==> config.mk <==
export PLATFORM = sky130hd
export DESIGN_NAME = seq_divider_16bit
export DESIGN_NICKNAME = d
export VERILOG_FILES = /design/src/rtl/seq_divider_16bit.sv
export SDC_FILE = /design/constraint.sdc
export NUM_CORES = 1
export LEC_CHECK = 0
export ABC_AREA = 1
export CORE_MARGIN = 2
export CORE_UTILIZATION = 55
export DETAILED_ROUTE_END_ITERATION = 16
export GPL_TIMING_DRIVEN = 0
export PLACE_DENSITY = 0.82
export REMOVE_ABC_BUFFERS = 1
export SETUP_SLACK_MARGIN = 0.2
export SLEW_MARGIN = 0
export SYNTH_ARGS = -nofsm -noshare
export SYNTH_HDL_FRONTEND = slang
export SYNTH_SLANG_ARGS = --single-unit
==> constraint.sdc <==
create_clock -name clk -period 2.32 [get_ports clk]
set_clock_uncertainty 0.1 [all_clocks]
set_input_delay 0.232 -clock clk [delete_from_list [all_inputs] [get_ports clk]]
set_output_delay 0.232 -clock clk [all_outputs]
set_load 0.01 [all_outputs]
==> src/rtl/seq_divider_16bit.sv <==
// -----------------------------------------------------------------------------
// seq_divider_16bit
//
// Sequential unsigned restoring divider. One quotient bit is produced per
// clock, MSB first, so a division takes WIDTH cycles in RUN. A single DONE
// cycle follows. A zero divisor skips RUN and goes straight to DONE with a
// saturated quotient.
//
// Ports
//   clk          : single clock, rising edge
//   rst_n        : asynchronous active-low reset
//   start        : division request, honoured only while idle
//   dividend     : unsigned dividend, captured with an accepted start
//   divisor      : unsigned divisor, captured with an accepted start
//   busy         : high while iterations run
//   done         : one-cycle pulse, results valid
//   quotient     : registered quotient (all ones on divide by zero)
//   remainder    : registered remainder (dividend on divide by zero)
//   div_by_zero  : registered flag, divisor of last completed op was zero
// -----------------------------------------------------------------------------
module seq_divider_16bit #(
    parameter int unsigned WIDTH = 16
) (
    input  logic             clk,
    input  logic             rst_n,
    input  logic             start,
    input  logic [WIDTH-1:0] dividend,
    input  logic [WIDTH-1:0] divisor,
    output logic             busy,
    output logic             done,
    output logic [WIDTH-1:0] quotient,
    output logic [WIDTH-1:0] remainder,
    output logic             div_by_zero
);

    localparam int unsigned    CW   = (WIDTH > 1) ? $clog2(WIDTH) : 1;
    localparam logic [CW-1:0]  LAST = CW'(WIDTH - 1);

    typedef enum logic [1:0] {
        IDLE = 2'd0,
        RUN  = 2'd1,
        DONE = 2'd2
    } state_e;

    state_e state_q, state_d;

    // Working registers. acc holds the dividend, which shifts out at the MSB
    // while quotient bits shift in at the LSB; after WIDTH iterations it
    // holds the full quotient.
    logic [WIDTH-1:0] acc_q, acc_d;
    logic [WIDTH-1:0] rem_q, rem_d;
    logic [WIDTH-1:0] dvs_q, dvs_d;
    logic [CW-1:0]    cnt_q, cnt_d;

    // Result registers, written only on the edge that enters DONE.
    logic [WIDTH-1:0] quo_res_q, quo_res_d;
    logic [WIDTH-1:0] rem_res_q, rem_res_d;
    logic             dbz_q, dbz_d;

    logic             accept;
    logic             divisor_zero;
    logic [WIDTH:0]   shifted;
    logic [WIDTH+1:0] trial;
    logic             borrow;
    logic             q_bit;
    logic [WIDTH-1:0] rem_next;
    logic [WIDTH-1:0] acc_next;
    logic             unused_trial_bit;

    assign accept       = (state_q == IDLE) && start;
    assign divisor_zero = (divisor == '0);

    // One restoring step: bring in the next dividend bit, trial-subtract the
    // divisor over WIDTH+1 bits and look at the borrow out.
    assign shifted  = {rem_q, acc_q[WIDTH-1]};
    assign trial    = {1'b0, shifted} - {2'b00, dvs_q};
    assign borrow   = trial[WIDTH+1];
    assign q_bit    = ~borrow;
    assign rem_next = borrow ? shifted[WIDTH-1:0] : trial[WIDTH-1:0];
    assign acc_next = {acc_q[WIDTH-2:0], q_bit};

    // When no borrow occurs the difference is below the divisor, so bit
    // WIDTH of the difference is always zero and carries no information.
    assign unused_trial_bit = trial[WIDTH];

    // -------------------------------------------------------------------------
    // FSM: state register
    // -------------------------------------------------------------------------
    always_ff @(posedge clk or negedge rst_n) begin
        if (!rst_n) begin
            state_q <= IDLE;
        end else begin
            state_q <= state_d;
        end
    end

    // -------------------------------------------------------------------------
    // FSM: next-state logic
    // -------------------------------------------------------------------------
    always_comb begin
        state_d = state_q;
        unique case (state_q)
            IDLE: begin
                if (start) begin
                    state_d = divisor_zero ? DONE : RUN;
                end
            end
            RUN: begin
                if (cnt_q == LAST) begin
                    state_d = DONE;
                end
            end
            DONE: begin
                state_d = IDLE;
            end
            default: begin
                state_d = IDLE;
            end
        endcase
    end

    // -------------------------------------------------------------------------
    // FSM: outputs
    // -------------------------------------------------------------------------
    always_comb begin
        busy = (state_q == RUN);
        done = (state_q == DONE);
    end

    assign quotient    = quo_res_q;
    assign remainder   = rem_res_q;
    assign div_by_zero = dbz_q;

    // -------------------------------------------------------------------------
    // Datapath next-state
    // -------------------------------------------------------------------------
    always_comb begin
        acc_d     = acc_q;
        rem_d     = rem_q;
        dvs_d     = dvs_q;
        cnt_d     = cnt_q;
        quo_res_d = quo_res_q;
        rem_res_d = rem_res_q;
        dbz_d     = dbz_q;

        if (accept) begin
            acc_d = dividend;
            rem_d = '0;
            dvs_d = divisor;
            cnt_d = '0;
            // Divide by zero completes on this same edge.
            if (divisor_zero) begin
                quo_res_d = '1;
                rem_res_d = dividend;
                dbz_d     = 1'b1;
            end
        end else if (state_q == RUN) begin
            acc_d = acc_next;
            rem_d = rem_next;
            cnt_d = cnt_q + CW'(1);
            if (cnt_q == LAST) begin
                // Results are taken from the final step's combinational
                // outputs so they land on the edge that enters DONE.
                quo_res_d = acc_next;
                rem_res_d = rem_next;
                dbz_d     = 1'b0;
                cnt_d     = '0;
            end
        end
    end

    // -------------------------------------------------------------------------
    // Datapath registers
    // -------------------------------------------------------------------------
    always_ff @(posedge clk or negedge rst_n) begin
        if (!rst_n) begin
            acc_q     <= '0;
            rem_q     <= '0;
            dvs_q     <= '0;
            cnt_q     <= '0;
            quo_res_q <= '0;
            rem_res_q <= '0;
            dbz_q     <= 1'b0;
        end else begin
            acc_q     <= acc_d;
            rem_q     <= rem_d;
            dvs_q     <= dvs_d;
            cnt_q     <= cnt_d;
            quo_res_q <= quo_res_d;
            rem_res_q <= rem_res_d;
            dbz_q     <= dbz_d;
        end
    end

endmodule

# Yosys cells after proc, flatten, opt, wreduce, memory -nomap -nowiden
# Cells that the tools add are included.
# word_totals
regBits,87
latch_bits,0
ramBits,0
rom_bits,0
input_bits,35
wordCells,48
mem_count,0
# op_classes
addsub,2
multipliers,0
div_mod_pow,0
magnitude_cmp,0
eq_ne,6
shift,0
mux,24
bitwise_logic,1
n_reduce_logical,7
# op_table
operator,n
16-bit two-way mux,13
17-bit by 16-bit subtractor with 18-bit output,1
16-bit zero test,1
4-bit two-way mux,3
2-bit two-way mux,3
"4-bit by 1-bit adder with 4-bit output, second input constant",1
"4-bit == test, second input constant",1
1-bit two-way mux,4
"2-bit by 1-bit != test with 1-bit output, second input constant",2
2-bit one-hot mux with 2 select lines,1
2-bit nonzero test,2
3-bit AND reduction,1
"2-bit by 1-bit == test with 1-bit output, second input constant",1
"2-bit == test, second input constant",1
2-bit zero test,1
"2-bit != test, second input constant",1
2-bit AND reduction,1
1-bit logical AND,1
1-bit inverter,1

# Longest topological paths before layout
# Gate-level depths: netlist of run 1.
# depth
word_depth,5
ltp_mapped,16

# Worst setup path after synthesis of run 1
# No wires, ideal clock.
# synth_path
path_kind,register to register
start,register rem_q[6]
end,register rem_res_q[10] (netlist: remainder[10])
setup_ps,63
t_arrival_ps,1841
t_required_ps,2157
setup_slack_ps,316
stages_incl_launch_ff,14
n_path_buf,1
cell_sequence,dfrtp_1 -> ha_1 -> nand2_1 -> inv_1 -> nand2_1 -> nand2_1 -> inv_2 -> nand3_2 -> nand2_4 -> clkbuf_1 -> nand4_1 -> nand3_1 -> nand2_1 -> inv_1
# synth_via
elab_chain_len,5
# synth_lines
item,line,text
from (decl),51,"logic [WIDTH-1:0] rem_q, rem_d;"
from (signal assigned),186,rem_q <= rem_d;
17-bit by 16-bit subtractor with 18-bit output,76,"assign trial = {1'b0, shifted} - {2'b00, dvs_q};"
16-bit two-way mux,79,assign rem_next = borrow ? shifted[WIDTH-1:0] : trial[WIDTH-1:0];
16-bit two-way mux,161,if (cnt_q == LAST) begin
16-bit two-way mux,157,end else if (state_q == RUN) begin
16-bit two-way mux,146,if (accept) begin
to (signal assigned),190,rem_res_q <= rem_res_d;
to (decl),57,"logic [WIDTH-1:0] rem_res_q, rem_res_d;"
# Every way passes these cells. The select of a mux whose other input is x is not followed.
# A chain may end at the register's enable or synchronous reset.

# Final worst setup path of run 1
# layout_path
start,register rem_q[5]
end,register rem_q[3]
# layout_via
elab_chain_len,4
# layout_lines
item,line
17-bit by 16-bit subtractor with 18-bit output,76
16-bit two-way mux,79
16-bit two-way mux,157
16-bit two-way mux,146
# Every way passes these cells. The select of a mux whose other input is x is not followed.

==> results.yml, run 1 <==
cells_and_area:
  fill_cells: 519
  syn2layout_area_growth_pct: 39.8
  fin_util_pct: 79.1
  nets: 825
  drive_gt1_share_pct: 27.2
  diodes: 0
  fin_area_sq_um: 6900
global_route:
  grt_busiest_layer: "met2"
  grt_pass1_wl_microns: 22200
  grt_use_met2_pct: 47.9
  gr-usage-met3_pct: 5.74
  grt_overflow: 0
  grt_usage_pct: 28.3
  met1_usage_pct: 37.3
  grt_pass1_vias: 4661
  antenna_found_initial: 0
  grt_max_degree: 50
clock_tree:
  cts_tree: "done"
  root_buffer: "clkbuf_8"
  clk_pin_slew_ns: 0.10
  clk_path_buf_depth: 2
  insertion_delay_ns: 0.37
  cts_max_level: 3
  cts_sinks: 87
  cts-buffers-inserted: 9
sta:
  tightest_slew_ns: 0.615
  period_needed_ns: 2.22
  finalSetupViolations: 0
  rsz0062_at_grt: "true"
  layout_worst_path_cycle_share_pct: 95.7
  slew_headroom_pct: 59.0
  maxSlewViolCount: 0
  fmax_mhz: 450
  tns_ns: 0
  finalWorstSetupSlack_ns: 0.0990
  finalHoldViolCount: 0
synthesis:
  avgSynthCellArea_sq_um: 7.42
  ys_ff_latch: 87
  synthArstFlopShare_pct: 100
  synth_cell_type_count: 32
  synth_area_sq_um: 4930
  yosysSeqAreaShare_pct: 44.1
  yosys_warnings: 0
  yosys-top-cells-area: "dfrtp_1, nand2_1, inv_1, ha_1, nor2_1"
  synth_most_common_cell: "nand2_1"
  synthTopCellsByCount: "nand2_1, inv_1, dfrtp_1"
  synth_ff_type: "dfrtp_1"
  yosysTopAreaCell: "dfrtp_1"
  synth_edf_count: 0
  synthCells: 665
  synth_top_cell_area_share_pct: 44.1
placed_design:
  portBuffers: 69
  place.gp.congestion: 0.827
  place_ws_ns: -1.57
  place_area_sq_um: 5690
  dp_hpwl_microns: 8470
drt:
  firstDrtPassIters: 6
  vias_per_cell: 5.63
  drc: 0
  drt-total-wl_microns: 14800
  vias: 4978
  ant_nets: 0
  wire_per_inst_microns: 16.7
  drt_iter0_drc: 473
setup_path:
  worstPathRequired_ns: 2.53
  cp_max_fo: 7
  cp-start-kind: "flip-flop"
  worst_ep_arrival_time_ns: 2.43
  slowest_stage: "dfrtp_2"
  crit_buf_inv: 3
  end_kind: "flip-flop"
  crit_family: "simple AND/OR/NAND/NOR gates"
  crit_path_cell_trace: "ha_4, nand2_1, nand2_1, nand2_1, nand2_2, inv_2, nand3_4, nand2_8, a21oi_4, buf_6, buf_12, nand2_2, nand2_1, nand2_1, nand2_2"
  crit_top_cell: "nand2_1"
  worstSetupPathType: "flip-flop to flip-flop"
  crit_path_max_incr_delay_ns: 0.45
outcome:
  status: "complete, no violations"
job:
  cap_violations: 0
die:
  dieArea_sq_um: 9740
  dieHeight_microns: 98.7
  row_count: 34
  ios: 70
  start_util_pct: 56.6
  core-area_sq_um: 8720
  die-width_microns: 98.7
worst_hold_path:
  min_path_type: "primary input to asynchronous set/reset pin"
## registers in the layout (all words and copies together) (netlist names)
name	count
acc_q	16
quotient	16
dvs_q	16
cnt_q	4
remainder	16
state_q	2
rem_q	16
div_by_zero	1
## metrics by stage
step / hold WS (ns) / std cells
6_report: 0.271 / 884
5_1_grt: 0.334 / 884
4_1_cts: 0.299 / 866
3_5_place_dp: 0.139 / 823
3_3_place_gp: 0.368 / 822
2_1_floorplan: -0.164 / 645
## logic make-up after synthesis
group / synth area share [%]
AND/OR/NAND/NOR: 30.6
buffers and inverters: 10.6
flip-flops: 44.1
AO/OA/AOI/OAI: 8.37
adder cells (fa/ha/maj): 4.72
XOR/XNOR: 1.60
## path summary, 6_finish.rpt
path | endpoint | slack, ns | from | cells past startpoint
setup / recovery | rem_q[3]$_DFFE_PN0P_ | 0.1 | rem_q[5]$_DFFE_PN0P_ | 15
hold / removal | quotient[4]$_DFFE_PN0P_ | 0.27 | rst_n | 2
setup reg to reg | rem_q[3]$_DFFE_PN0P_ | 0.1 | rem_q[5]$_DFFE_PN0P_ | 15
hold reg to reg | dvs_q[10]$_DFFE_PN0P_ | 0.39 | dvs_q[10]$_DFFE_PN0P_ | 2
max in group asynchronous | rem_q[12]$_DFFE_PN0P_ | 1.23 | rst_n | 3
min in group clk | dvs_q[13]$_DFFE_PN0P_ | 0.35 | divisor[13] | 3
## cell usage in the layout (no fill, tap or decap), types with 2 or more instances in the layout
cell / synthesis / final
nand3_2: 1 / 18
nand4_1: 19 / 19
o21ai_1: 1 / 2
xor2_1: 8 / 7
or2_2: 17 / 17
dfrtp_1: 87 / 78
inv_1: 110 / 100
buf_6: 1 / 5
buf_12: 0 / 2
and2_1: 2 / 2
nand2_2: 12 / 40
nor2_4: 1 / 6
o21ai_0: 22 / 20
nor2_2: 4 / 5
ha_1: 17 / 2
inv_6: 0 / 4
a21oi_1: 27 / 24
clkdlybuf4s50_1: 0 / 68
nand3_1: 32 / 13
nand2_8: 0 / 2
clkbuf_8: 0 / 9
nand3_4: 0 / 2
inv_2: 5 / 11
o221ai_1: 15 / 15
nand2_4: 1 / 14
dfrtp_2: 0 / 9
buf_16: 0 / 2
buf_4: 0 / 36
nor2_1: 53 / 48
clkinvlp_4: 0 / 3
a21oi_2: 0 / 3
nand2_1: 203 / 161
inv_8: 0 / 2
ha_4: 0 / 15
## layout make-up
class	instances	area, sq um	area share, %
multi-input combinational	445	2810	40.7
sequential	87	2190	31.7
timing repair buffer	114	1110	16.1
inverter	115	457	6.62
tap	108	135	1.96
clock buffer	9	124	1.80
clock inverter	6	70.1	1.02
## per-layer routing
metal / vias to the layer above / routed length [microns]
met5: - / 0
met4: 0 / 343
met3: 43 / 1350
met2: 288 / 7190
met1: 2347 / 5900
li1: 2300 / -
## repair_timing
item,in CTS,in global routing
hold buffers,1,0
cloned,2,1
setup buffers,25,17
endpoints found under the setup margin,71,67
pin swaps,11,37
resized for setup,45,106
endpoints found under the hold margin,38,0
Power of run 1 is left out: the tool's default activity adds up to more than one toggle a clock period on the data nets, which glitch-free logic cannot reach.
==> inputs of run 2 (changes only) <==
--- a/config.mk
+++ b/config.mk
@@ -6,8 +6,11 @@
 export NUM_CORES = 1
 export LEC_CHECK = 0
 export ABC_AREA = 1
+export ABC_CLOCK_PERIOD_IN_PS = 2320
+export CELL_PAD_IN_SITES_DETAIL_PLACEMENT = 1
+export CELL_PAD_IN_SITES_GLOBAL_PLACEMENT = 1
 export CORE_MARGIN = 2
-export CORE_UTILIZATION = 55
+export CORE_UTILIZATION = 40
 export DETAILED_ROUTE_END_ITERATION = 16
 export GPL_TIMING_DRIVEN = 0
 export PLACE_DENSITY = 0.82
==> results.yml, run 2 (synthesis results as in run 1) <==
sta:
  tns_ns: 0
  layout_worst_path_cycle_share_pct: 95.8
  tightest_slew_ns: 0.695
  rsz0062_at_grt: "true"
  fmax_mhz: 450
  finalWorstSetupSlack_ns: 0.0973
  period_needed_ns: 2.22
  slew_headroom_pct: 53.6
  maxSlewViolCount: 0
  finalSetupViolations: 0
  finalHoldViolCount: 0
cells_and_area:
  syn2layout_area_growth_pct: 39.7
  final_cell_mix: "nand2_1, inv_1, dfrtp_1"
  register_area_sq_um: 2190
  diodes: 0
  nets: 817
  final_common_cell: "nand2_1"
  fill_cells: 1449
  drive_gt1_share_pct: 24.7
  multi_input_area_sq_um: 2720
setup_path:
  worstPathRequired_ns: 2.51
  r2r_end: "rem_q[5]$_DFFE_PN0P_"
  cp-start-kind: "flip-flop"
  cp_max_fo: 8
  cp-startpoint: "rem_q[13]$_DFFE_PN0P_"
  worst_r2r_startpoint: "rem_q[13]$_DFFE_PN0P_"
  worst-r2r-setup-slack_ns: 0.1
  worst_ep_arrival_time_ns: 2.41
  worstSetupPathType: "flip-flop to flip-flop"
  end_kind: "flip-flop"
  rr_worst_depth: 12
drt:
  drt_iter0_drc: 368
  wire_per_inst_microns: 20.6
  drc: 0
  ant_nets: 0
  vias: 5038
  firstDrtPassIters: 4
  drt-total-wl_microns: 18900
  vias_per_cell: 5.50
die:
  core-area_sq_um: 12000
  start_util_pct: 41.1
  die-width_microns: 115
  dieArea_sq_um: 13200
  dieHeight_microns: 115
  row_count: 40
  ios: 70
placed_design:
  place_ws_ns: -1.79
  place.gp.congestion: 0.852
  dp_hpwl_microns: 10500
  portBuffers: 69
power_and_ir_drop:
  peakVddDrop_uv: 586
  power_density_nw_per_um2: 1890
  leakage_nw: 3.46
  finalPower_mw: 13.0
clock_tree:
  cts-buffers-inserted: 9
  clk_path_buf_depth: 2
  clk_pin_slew_ns: 0.06
  cts_sinks: 87
  insertion_delay_ns: 0.37
  cts_max_level: 3
  cts_tree: "done"
  root_buffer: "clkbuf_16"
global_route:
  antenna_found_initial: 0
  grt_pass1_vias: 5318
  grt_pass1_wl_microns: 26100
  grt_max_degree: 53
  grt_usage_pct: 25.5
  grt_overflow: 0
job:
  cap_violations: 0
outcome:
  status: "complete, no violations"
worst_hold_path:
  min_path_type: "primary input to asynchronous set/reset pin"
-- run 2: worst max-delay path: stages (launching register included) --
cell and delay [ns]:
dfrtp_1 0.44, ha_4 0.33, nand2_1 0.09, inv_1 0.10, nand2_2 0.10, a21oi_4 0.17, nor2_4 0.09, a21oi_4 0.25
buf_8 0.19, nand2_2 0.07, nand2_1 0.07, nand2_1 0.06, nand2_1 0.10
-- run 2: area by class of cell --
cell class / count / share of cell area (%)
flip-flops and latches: 87 / 31.8
clock inverters: 4 / 0.781
clock buffers: 12 / 3.72
multi-input cells: 444 / 39.4
inverters: 115 / 6.66
well taps: 147 / 2.67
repair buffers: 107 / 15.0
-- run 2: how the worst max path moves through the flow --
stage	end	slack [ns]	cells past startpoint
after global routing	rem_q[5]$_DFFE_PN0P_	0.02	12
after CTS	rem_q[3]$_DFFE_PN0P_	0.18	14
final	rem_q[5]$_DFFE_PN0P_	0.1	12
after global placement	remainder[13]$_DFFE_PN0P_	-2.32	1
after floorplan	acc_q[0]$_DFFE_PN0P_	-0.27	7
after detailed placement	acc_q[1]$_DFFE_PN0P_	-1.79	6
-- run 2: routing by layer --
layer / vias up / part of all wire, % / GRT usage (%)
met2: 209 / 50 / 45.4
met4: 0 / 4.9 / 13.3
met3: 87 / 5.4 / 4.38
li1: 2275 / - / -
met5: - / 0 / 0
met1: 2467 / 39 / 29.3
-- run 2: per-stage QoR --
step	util, %	cells	area, sq um	hold WS (ns)
2_1_floorplan	-	645	4840	-0.164
3_3_place_gp	47.6	861	5720	0.372
3_5_place_dp	47.8	862	5740	0.145
4_1_cts	53.9	893	6470	0.318
5_1_grt	57.4	916	6890	0.349
6_report	57.4	916	6890	0.300
-- run 2: power by group --
group	total (mW)	internal, mW	switching [mW]
combinational	8.74	3.46	5.29
clock	1.56	0.896	0.660
sequential	2.71	2.22	0.489
total	13.0	6.58	6.44
-- run 2: what timing repair did --
action	CTS	global route
endpoints found under the setup margin	71	67
gates resized for setup	57	78
pin swaps	12	45
setup buffers	12	23
gates cloned	2	0
hold endpoints to repair	35	0
hold buffers	1	0
No activity file was read; power rests on OpenSTA's default activity.
